## config.mk

```make
export PLATFORM = sky130hd
export DESIGN_NAME = ddr_port_arbiter_flat
export DESIGN_NICKNAME = d
export VERILOG_FILES = /design/src/rtl/ddr_port_arbiter_if.sv /design/src/rtl/ddr_port_arbiter.sv /design/src/flat_wrapper.sv
export SDC_FILE = /design/constraint.sdc
export NUM_CORES = 1
export LEC_CHECK = 0
export ABC_AREA = 1
export CAP_MARGIN = 20
export CORE_AREA = 2 2 466 468
export CTS_BUF_LIST = sky130_fd_sc_hd__clkbuf_4
export DETAILED_ROUTE_END_ITERATION = 6
export DIE_AREA = 0 0 468 470
export GPL_ROUTABILITY_DRIVEN = 0
export PLACE_DENSITY_LB_ADDON = 0.25
export SLEW_MARGIN = 20
export SYNTH_ARGS = -nofsm -noshare
export SYNTH_HDL_FRONTEND = slang
export SYNTH_SLANG_ARGS = --single-unit
```

## constraint.sdc

```tcl
create_clock -name clk -period 4.7 [get_ports clk]
set_clock_uncertainty 0.05 [all_clocks]
set_input_delay 0.94 -clock clk [delete_from_list [all_inputs] [get_ports clk]]
set_output_delay 0.94 -clock clk [all_outputs]
set_load 0.05 [all_outputs]
```

## src/rtl/ddr_port_arbiter_if.sv

```systemverilog
// rtl/ddr_port_arbiter_if.sv - command and read-data bus between the port arbiter and the DDR controller
interface ddr_port_arbiter_if #(
  parameter int ADDR_W = 25,
  parameter int DATA_W = 128
);
  logic [3:0]        cmd;
  logic              cmd_valid;
  logic [ADDR_W-1:0] sys_addr;
  logic [DATA_W-1:0] ddr_wr_data;
  logic              cmd_busy;
  logic [DATA_W-1:0] ddr_rd_data;
  logic              read_data_valid;

  modport master (
    output cmd, cmd_valid, sys_addr, ddr_wr_data,
    input  cmd_busy, ddr_rd_data, read_data_valid
  );

  modport slave (
    input  cmd, cmd_valid, sys_addr, ddr_wr_data,
    output cmd_busy, ddr_rd_data, read_data_valid
  );
endinterface

```

## src/rtl/ddr_port_arbiter.sv

```systemverilog
// rtl/ddr_port_arbiter.sv - N-channel fixed/round-robin arbiter in front of the DDR controller
module ddr_port_arbiter #(
  parameter int         NUM_CH     = 5,
  parameter int         ADDR_W     = 25,
  parameter int         DATA_W     = 128,
  parameter int         ARB_MODE   = 1,
  parameter logic [3:0] CMD_READ   = 4'h1,
  parameter logic [3:0] CMD_WRITE  = 4'h2,
  parameter int         RD_TIMEOUT = 1023
) (
  input  logic                     clk,
  input  logic                     rst,
  input  logic                     init_done,
  input  logic [NUM_CH-1:0]        ch_req,
  input  logic [NUM_CH-1:0]        ch_we,
  input  logic [NUM_CH*ADDR_W-1:0] ch_addr,
  input  logic [NUM_CH*DATA_W-1:0] ch_wr_data,
  output logic [NUM_CH-1:0]        ch_gnt,
  output logic [NUM_CH-1:0]        ch_rd_valid,
  output logic [DATA_W-1:0]        rd_data,
  output logic                     busy,
  output logic                     rd_timeout_err,
  ddr_port_arbiter_if.master       ddr
);
  localparam int CH_W  = $clog2(NUM_CH);
  localparam int CNT_W = $clog2(RD_TIMEOUT + 1);
  localparam logic [CNT_W-1:0]  CNT_LAST = CNT_W'(RD_TIMEOUT - 1);
  localparam logic [NUM_CH-1:0] CH_ONE   = NUM_CH'(1);

  // ISSUE presents the command and also waits for the controller to acknowledge it
  typedef enum logic [1:0] {S_IDLE, S_ISSUE, S_WAIT_DONE, S_WAIT_DATA} state_t;

  state_t            state_q, state_d;
  logic [CNT_W-1:0]  cnt_q, cnt_d;
  logic [CH_W-1:0]   rr_ptr_q, rr_ptr_d;
  logic [CH_W-1:0]   owner_q, owner_d;
  logic              we_q, we_d;
  logic              captured_q, captured_d;
  logic [NUM_CH-1:0] gnt_q, gnt_d;
  logic [NUM_CH-1:0] rd_valid_q, rd_valid_d;
  logic [DATA_W-1:0] rd_data_q, rd_data_d;
  logic              err_q, err_d;
  logic              busy_q, busy_d;
  logic [3:0]        cmd_q, cmd_d;
  logic              cmd_valid_q, cmd_valid_d;
  logic [ADDR_W-1:0] addr_q, addr_d;
  logic [DATA_W-1:0] wdata_q, wdata_d;

  logic              win_found;
  logic [CH_W-1:0]   win_idx;
  logic [CH_W-1:0]   cand;
  logic              rd_capture;
  logic              timeout_hit;

  // only the first strobe of a read command is taken; the rest are dropped
  assign rd_capture  = ddr.read_data_valid && (state_q != S_IDLE) && !we_q && !captured_q;
  assign timeout_hit = (state_q == S_WAIT_DATA) && !rd_capture && (cnt_q == CNT_LAST);

  // winner selection: lowest index, or first requester after the last winner
  always_comb begin
    win_found = 1'b0;
    win_idx   = '0;
    cand      = '0;
    if (ARB_MODE == 0) begin
      for (int i = NUM_CH - 1; i >= 0; i--) begin
        if (ch_req[i]) begin
          win_found = 1'b1;
          win_idx   = CH_W'(i);
        end
      end
    end else begin
      for (int k = 1; k <= NUM_CH; k++) begin
        cand = CH_W'((int'(rr_ptr_q) + k) % NUM_CH);
        if (!win_found && ch_req[cand]) begin
          win_found = 1'b1;
          win_idx   = cand;
        end
      end
    end
  end

  // state register and all datapath flops
  always_ff @(posedge clk) begin
    if (rst) begin
      state_q     <= S_IDLE;
      cnt_q       <= '0;
      rr_ptr_q    <= CH_W'(NUM_CH - 1);
      owner_q     <= '0;
      we_q        <= 1'b0;
      captured_q  <= 1'b0;
      gnt_q       <= '0;
      rd_valid_q  <= '0;
      rd_data_q   <= '0;
      err_q       <= 1'b0;
      busy_q      <= 1'b1;
      cmd_q       <= '0;
      cmd_valid_q <= 1'b0;
      addr_q      <= '0;
      wdata_q     <= '0;
    end else begin
      state_q     <= state_d;
      cnt_q       <= cnt_d;
      rr_ptr_q    <= rr_ptr_d;
      owner_q     <= owner_d;
      we_q        <= we_d;
      captured_q  <= captured_d;
      gnt_q       <= gnt_d;
      rd_valid_q  <= rd_valid_d;
      rd_data_q   <= rd_data_d;
      err_q       <= err_d;
      busy_q      <= busy_d;
      cmd_q       <= cmd_d;
      cmd_valid_q <= cmd_valid_d;
      addr_q      <= addr_d;
      wdata_q     <= wdata_d;
    end
  end

  // next-state and read-timeout counter
  always_comb begin
    state_d = state_q;
    cnt_d   = cnt_q;
    case (state_q)
      S_IDLE:      if (init_done && win_found) state_d = S_ISSUE;
      S_ISSUE:     if (ddr.cmd_busy) state_d = S_WAIT_DONE;
      S_WAIT_DONE: begin
        if (!ddr.cmd_busy) begin
          if (we_q || captured_q || rd_capture) begin
            state_d = S_IDLE;
          end else begin
            state_d = S_WAIT_DATA;
            cnt_d   = '0;
          end
        end
      end
      S_WAIT_DATA: begin
        if (rd_capture || timeout_hit) state_d = S_IDLE;
        else                           cnt_d   = cnt_q + 1'b1;
      end
      default:     state_d = S_IDLE;
    endcase
  end

  // grant latching, command outputs, read-data steering and status
  always_comb begin
    rr_ptr_d    = rr_ptr_q;
    owner_d     = owner_q;
    we_d        = we_q;
    captured_d  = captured_q;
    gnt_d       = '0;
    rd_valid_d  = '0;
    rd_data_d   = rd_data_q;
    err_d       = 1'b0;
    cmd_d       = cmd_q;
    cmd_valid_d = cmd_valid_q;
    addr_d      = addr_q;
    wdata_d     = wdata_q;
    busy_d      = (state_d != S_IDLE) || !init_done;
    if (state_q == S_IDLE && state_d == S_ISSUE) begin
      gnt_d       = CH_ONE << win_idx;
      rr_ptr_d    = win_idx;
      owner_d     = win_idx;
      we_d        = ch_we[win_idx];
      captured_d  = 1'b0;
      cmd_d       = ch_we[win_idx] ? CMD_WRITE : CMD_READ;
      cmd_valid_d = 1'b1;
      addr_d      = ch_addr[win_idx*ADDR_W +: ADDR_W];
      wdata_d     = ch_wr_data[win_idx*DATA_W +: DATA_W];
    end
    if (state_q == S_ISSUE && ddr.cmd_busy) cmd_valid_d = 1'b0;
    if (rd_capture) begin
      captured_d = 1'b1;
      rd_data_d  = ddr.ddr_rd_data;
      rd_valid_d = CH_ONE << owner_q;
    end
    if (timeout_hit) err_d = 1'b1;
  end

  assign ch_gnt          = gnt_q;
  assign ch_rd_valid     = rd_valid_q;
  assign rd_data         = rd_data_q;
  assign busy            = busy_q;
  assign rd_timeout_err  = err_q;
  assign ddr.cmd         = cmd_q;
  assign ddr.cmd_valid   = cmd_valid_q;
  assign ddr.sys_addr    = addr_q;
  assign ddr.ddr_wr_data = wdata_q;
endmodule

```

## src/flat_wrapper.sv

```systemverilog
// flat-port wrapper written by rule: the top's interface ports become plain ports
module ddr_port_arbiter_flat 
#(
  parameter int         NUM_CH     = 5,
  parameter int         ADDR_W     = 25,
  parameter int         DATA_W     = 128,
  parameter int         ARB_MODE   = 1,
  parameter logic [3:0] CMD_READ   = 4'h1,
  parameter logic [3:0] CMD_WRITE  = 4'h2,
  parameter int         RD_TIMEOUT = 1023
)
  (clk, rst, init_done, ch_req, ch_we, ch_addr, ch_wr_data, ch_gnt, ch_rd_valid, rd_data, busy, rd_timeout_err, ddr_cmd, ddr_cmd_valid, ddr_sys_addr, ddr_ddr_wr_data, ddr_cmd_busy, ddr_ddr_rd_data, ddr_read_data_valid);
  ddr_port_arbiter_if #(.ADDR_W(ADDR_W), .DATA_W(DATA_W)) ddr_i ();
  input  logic clk;
  input  logic rst;
  input  logic init_done;
  input  logic [NUM_CH-1:0] ch_req;
  input  logic [NUM_CH-1:0] ch_we;
  input  logic [NUM_CH*ADDR_W-1:0] ch_addr;
  input  logic [NUM_CH*DATA_W-1:0] ch_wr_data;
  output logic [NUM_CH-1:0] ch_gnt;
  output logic [NUM_CH-1:0] ch_rd_valid;
  output logic [DATA_W-1:0] rd_data;
  output logic busy;
  output logic rd_timeout_err;
  output wire logic [$bits(ddr_i.cmd)-1:0] ddr_cmd;
  output wire logic [$bits(ddr_i.cmd_valid)-1:0] ddr_cmd_valid;
  output wire logic [$bits(ddr_i.sys_addr)-1:0] ddr_sys_addr;
  output wire logic [$bits(ddr_i.ddr_wr_data)-1:0] ddr_ddr_wr_data;
  input wire logic [$bits(ddr_i.cmd_busy)-1:0] ddr_cmd_busy;
  input wire logic [$bits(ddr_i.ddr_rd_data)-1:0] ddr_ddr_rd_data;
  input wire logic [$bits(ddr_i.read_data_valid)-1:0] ddr_read_data_valid;
  assign ddr_cmd = ddr_i.cmd;
  assign ddr_cmd_valid = ddr_i.cmd_valid;
  assign ddr_sys_addr = ddr_i.sys_addr;
  assign ddr_ddr_wr_data = ddr_i.ddr_wr_data;
  assign ddr_i.cmd_busy = ddr_cmd_busy;
  assign ddr_i.ddr_rd_data = ddr_ddr_rd_data;
  assign ddr_i.read_data_valid = ddr_read_data_valid;
  ddr_port_arbiter #(.NUM_CH(NUM_CH), .ADDR_W(ADDR_W), .DATA_W(DATA_W), .ARB_MODE(ARB_MODE), .CMD_READ(CMD_READ), .CMD_WRITE(CMD_WRITE), .RD_TIMEOUT(RD_TIMEOUT)) u_core (.clk(clk), .rst(rst), .init_done(init_done), .ch_req(ch_req), .ch_we(ch_we), .ch_addr(ch_addr), .ch_wr_data(ch_wr_data), .ch_gnt(ch_gnt), .ch_rd_valid(ch_rd_valid), .rd_data(rd_data), .busy(busy), .rd_timeout_err(rd_timeout_err), .ddr(ddr_i));
endmodule
```

==> results of run 1 <==
flip-flops by register name, indices dropped and copies added, names as in the netlist:
name,cells
u_core.rd_data,128
u_core.ch_rd_valid,5
u_core.captured_q,1
u_core.owner_q,3
u_core.rd_timeout_err,1
u_core.we_q,1
u_core.ddr.ddr_wr_data,128
u_core.rr_ptr_q,1
u_core.busy,1
u_core.cnt_q,10
u_core.ch_gnt,5
u_core.ddr.cmd_valid,1
u_core.ddr.sys_addr,25
u_core.state_q,2
u_core.ddr.cmd,1
logic make-up (layout without fill, tap and decap cells):
| logic type | after synthesis | in the layout | synth area share |
|---|---|---|---|
| adders and majority gates | 28 | 28 | 0.01824 |
| buffers and inverters | 459 | 1756 | 0.1069 |
| other | 1 | 24 | 0.0001952 |
| and+or+nand+nor | 1832 | 1832 | 0.3911 |
| DFF | 313 | 313 | 0.3261 |
| xor gates and xnor gates | 3 | 3 | 0.001368 |
| AOI/OAI and AO/OA | 552 | 552 | 0.1560 |
Yosys cell counts, drive strengths merged, types with 2 or more instances:
library cell / count
nor2: 376
nor3: 10
nand3b: 2
nand4: 13
a21oi: 168
nand3: 382
nor4: 2
xor2: 3
nand2: 1045
o22ai: 3
o211ai: 84
ha: 28
clkbuf: 69
buf: 164
o21ai: 291
inv: 226
dfxtp: 313
per-layer routing:
metal | share of wire | wire, µm | vias up
met2 | 0.47 | 75470 | 1219
li1 | - | - | 12850
met4 | 0.033 | 5255 | 22
met3 | 0.11 | 17480 | 222
met1 | 0.38 | 61520 | 12150
met5 | 0.00093 | 149 | -
layout make-up:
cell class	count	area (µm²)	share of cell area
clock buffer	150	1126	0.03050
inverter	226	870.8	0.02359
timing repair buffer	1349	13810	0.3740
clock inverter	31	178.9	0.004846
sequential	313	6270	0.1698
tap	2854	3571	0.09672
antenna	22	55.05	0.001491
multi-input combinational	2417	11040	0.2991
worst min path at each step:
stage                                                  start                                       end  cells after the start
floorplan                     u_core.captured_q$_SDFFE_PP0P_            u_core.captured_q$_SDFFE_PP0P_                      2
global placement              u_core.captured_q$_SDFFE_PP0P_            u_core.captured_q$_SDFFE_PP0P_                      2
detailed placement  u_core.ddr.ddr_wr_data[114]$_SDFFE_PP0P_  u_core.ddr.ddr_wr_data[114]$_SDFFE_PP0P_                      2
CTS                                     ddr_ddr_rd_data[125]          u_core.rd_data[125]$_SDFFE_PP0P_                      3
global route                            ddr_ddr_rd_data[119]          u_core.rd_data[119]$_SDFFE_PP0P_                      3
finish                                  ddr_ddr_rd_data[125]          u_core.rd_data[125]$_SDFFE_PP0P_                      3
worst max-delay path, delay by kind of cell (launching register included):
kind / cells / cell delay, ns
DFF: 1 / 0.37
and+or+nand+nor: 18 / 1.96
adders and majority gates: 2 / 0.49
AOI/OAI and AO/OA: 2 / 0.34
xor gates and xnor gates: 1 / 0.16
buffers and inverters: 7 / 0.91
through the flow:
step	std cells	setup WS (ns)	TNS, ns	area (µm²)
6_report	7362	0.3086	0	36920
5_1_grt	7350	-0.05986	-0.1272	36890
4_1_cts	7328	0.07486	0	36460
2_1_floorplan	3189	0.3149	0	19220
3_3_place_gp	7145	-0.2446	-1.421	35150
3_5_place_dp	7145	-0.3248	-3.298	35140
repair_timing:
action | CTS | global route
pin swaps | 0 | 5
setup buffers | 2 | 5
setup endpoints to repair | 20 | 148
cloned | 0 | 7
gates resized for setup | 0 | 42
==> run metrics, run 1 <==
slew margin rel.=0.3771; largest net degree at the start of global routing=94; Final nets=5350; Synth Flop Type=dfxtp_1; Critical Path End Type=register; vias in the first global route=26.71k; most frequent cells in the layout=clkdlybuf4s50_1, nand2_1, nand3_1; Synth warnings=0; cts hold-fix bufs=0; CP dominant cell by count=nand2_1; Buffers on Ports=1203; CTS Buffer Depth=3; first drt pass iteration count=5; IO Pins=1206; CTS tree=built; Worst Hold Class=input pin to register; largest cells by area after synthesis=dfxtp_1, nand2_1, nand3_1, nor2_1, o21ai_0; dpl hpwl=129.0 mm; library cells used by synthesis=39; status=completed; core area=215700 µm²; antenna violations before repair=48; Clock Pin Slew Worst Setup and Hold Paths=0.06 ns; type of origin of the critical path=register; Crit. Startpoint=u_core.owner_q[1]$_SDFFE_PP0P_; origin of the critical flop-to-flop path=u_core.owner_q[1]$_SDFFE_PP0P_; final hold violations=0; M3 GR Usage=0.05834; H-tree levels=3; total track usage=0.1357; global routing usage on met2=0.2326; worst slew pin tran=0.9314 ns; layout cells sized above 1=0.08248; final wirelength=159.9 mm; die area=220000 µm²; final setup vio count=0; min cycle time layout=4.391 ns; worst r2r dst=u_core.ddr.sys_addr[24]$_SDFFE_PP0P_; #FFs+latches synth=313; Die Wd=468 µm; Initial Util=0.08908; GRT met1 Usage=0.1485; root buffer cell=clkbuf_4; worst hold slack=0.3835 ns; worst-skew pair later-pin latency=1.03 ns; Critical-path top delay cell=dfxtp_2; Synth Cell Area=19210 µm²; EDFF count, synth=0; DR vias/cell=3.594; slowest stage delay, CP=0.37 ns; Yosys top cell area share=0.3261; final global-route overflow total=0; starting DRC count in detailed routing=1303; Reg2Reg Depth=30; Worst EP required=5.57 ns; crit-path max FO=41; register-to-register path setup slack=0.31 ns; Area Overhead vs Synth=92.18%; Post-DRT Antenna Nets=0; Tcrit/Tclk final=0.9344; critical path class=register to register; ys async rst share=0; first-pass GRT wire length=209.7 mm; final core occ=0.1712; per-cell routed wire length=21.72 µm; Setup crit end=u_core.ddr.sys_addr[24]$_SDFFE_PP0P_; number of cell rows=171; syn avg cell area=6.026 µm²; dominant cell type by area after synthesis=dfxtp_1; max frequency=227.7 MHz; Mapped Cells=3188; most used routing layer=met2; Vias=26.46k; RSZ-0062 raised after global routing=yes; sequential area share after synthesis=0.3261; cts bufs inserted=107; commonest non-fill, non-tap cell in the layout=clkdlybuf4s50_1; Worst EP arrival=5.26 ns; maxcap violations=0; fillers=24.79k; fin. max-slew vios=0; die height=470 µm; total clock sinks=313; # DRC=0
Power of run 1 is left out: the tool's default activity adds up to more than one toggle a clock period on the data nets, which glitch-free logic cannot reach.
==> run 2: changes to the inputs <==
--- a/config.mk
+++ b/config.mk
@@ -13,7 +13,7 @@
 export DIE_AREA = 0 0 468 470
 export GPL_ROUTABILITY_DRIVEN = 0
 export PLACE_DENSITY_LB_ADDON = 0.25
-export SLEW_MARGIN = 20
+export SLEW_MARGIN = 25
 export SYNTH_ARGS = -nofsm -noshare
 export SYNTH_HDL_FRONTEND = slang
 export SYNTH_SLANG_ARGS = --single-unit
==> run metrics, run 2 (synthesized netlist as in run 1, its figures left out) <==
Die Wd=468 µm (unchanged); root buffer cell=clkbuf_4; max frequency=228.1 MHz (+0.18%); H-tree levels=3 (unchanged); # DRC=0 (unchanged); starting DRC count in detailed routing=1554 (+19%); Clock Pin Slew Worst Setup and Hold Paths=0.06 ns (about the same); met2 wire length=75.88 mm (+0.54%); met1 WL=60.65 mm (-1.4%); worst-skew pair later-pin latency=1.14 ns (+0.11 ns); Buffers on Ports=1203 (unchanged); Worst Setup Slack, final=0.3166 ns (+0.008002 ns); DR vias/cell=3.587 (-0.20%); top routing layer used=met5; Vias=26.43k (-0.13%); Crit. Startpoint=u_core.owner_q[1]$_SDFFE_PP0P_; critical path class=register to register; Critical Path End Type=register; die area=220000 µm² (unchanged); dpl ws=-0.3475 ns (-0.02277 ns); dpl cell area=35130 µm² (about the same); Worst Hold Class=input pin to register; fin. max-slew vios=0 (unchanged); Worst EP arrival=5.35 ns (+0.09 ns); placed instance count=7145 (unchanged); min cycle time layout=4.383 ns (-0.008002 ns); slowest stage delay, CP=0.38 ns (about the same); CP dominant cell by count=nand2_1; met3 routed WL=18.45 mm (+5.5%); number of cell rows=171 (unchanged); first-pass GRT wire length=210.5 mm (+0.35%); CTS Buffer Depth=3 (unchanged); crit-path max FO=65 (+59%); most frequent cells in the layout=clkdlybuf4s50_1, nand2_1, nand3_1; final setup vio count=0 (unchanged); Buf/Inv on CP=8 (+1); type of origin of the critical path=register; IO Pins=1206 (unchanged); Cell Count, Final, Fillers Out=7367 (+0.068%); origin of the critical flop-to-flop path=u_core.owner_q[1]$_SDFFE_PP0P_; dpl hpwl=129.1 mm (about the same); Worst path top cell family by delay=simple AND/OR/NAND/NOR gates; final global-route overflow total=0 (unchanged); commonest non-fill, non-tap cell in the layout=clkdlybuf4s50_1; Final Cell Area=37130 µm² (+0.58%); largest net degree at the start of global routing=94 (unchanged); total clock sinks=313 (unchanged); die height=470 µm (unchanged); first drt pass iteration count=7 (+2); slew margin rel.=0.3701 (-0.007048); Critical-path top delay cell=dfxtp_4; Post-DRT Antenna Nets=0 (unchanged); antenna violations before repair=44 (-8.3%); final wirelength=160.8 mm (+0.55%); CTS tree=built; Initial Util=0.08908 (unchanged); Tcrit/Tclk final=0.9326 (-0.001703); cts bufs inserted=105 (-1.9%); vias in the first global route=26.67k (-0.13%); final hold violations=0 (unchanged); maxcap violations=0 (unchanged); worst slew pin tran=0.9419 ns (+0.01054 ns); Hold Crit Start=ddr_ddr_rd_data[125]; core area=215700 µm² (unchanged); Worst EP required=5.67 ns (+0.10 ns); Final nets=5354 (+0.075%); TNS Setup=0 ns (unchanged); layout cells sized above 1=0.08903 (+0.006549); total track usage=0.1361 (+0.0004031); per-cell routed wire length=21.82 µm (+0.49%); status=completed; Area Overhead vs Synth=93.29%
-- run 2: cell count changes in the layout (fill, tap and decap cells not counted), moves of 3 or more --
cell / previous run / this run
o21ai_1: 75 / 72
nand2_2: 10 / 18
nand3_1: 375 / 372
buf_6: 5 / 8
a21oi_1: 163 / 159
nand3_4: 1 / 4
a21oi_2: 4 / 7
nand2_1: 1032 / 1024
-- run 2: cell type report --
type	count	area, µm²
fillers	24760	178500
clock inverters	33	193.9
well taps	2854	3571
repair buffers	1355	13900
flip-flops and latches	313	6275
multi-input cells	2417	11150
clock buffers	149	1119
diodes	20	50.05
inverters	226	875.8
-- run 2: metrics by stage --
step                hold slack [ns]    util
floorplan                    0.3698       -
global placement             0.3863  0.1630
detailed placement           0.3889  0.1629
CTS                         0.02427  0.1693
global route                 0.1790  0.1721
finish                       0.3408  0.1722
-- run 2: worst min-delay path, cell delays in order --
cell and delay [ns]:
clkdlybuf4s50_1 0.40, nor2_1 0.10, nor2_1 0.05
-- run 2: path summary, 6_finish.rpt --
kind                                                  end  slack [ns]  cells past startpoint
hold / removal           u_core.rd_data[125]$_SDFFE_PP0P_        0.34                      3
hold reg to reg   u_core.ddr.ddr_wr_data[35]$_SDFFE_PP0P_        0.40                      2
setup / recovery              u_core.ch_gnt[1]$_SDFF_PP0_        0.32                     28
setup reg to reg              u_core.ch_gnt[1]$_SDFF_PP0_        0.32                     28
-- run 2: routing by layer --
metal | track usage | up-vias
li1 | - | 12850
met1 | 0.1469 | 12110
met2 | 0.2334 | 1192
met3 | 0.06258 | 246
met4 | 0.04511 | 32
met5 | 0 | -
-- run 2: what timing repair did --
| action | in CTS | in global routing |
|---|---|---|
| endpoints found under the setup margin | 89 | 160 |
| gates cloned | 1 | 6 |
| pin swaps | 1 | 9 |
| hold buffers | 0 | 0 |
| setup buffers | 1 | 12 |
| gates resized for setup | 3 | 73 |
Power of run 2 is left out for the same reason.
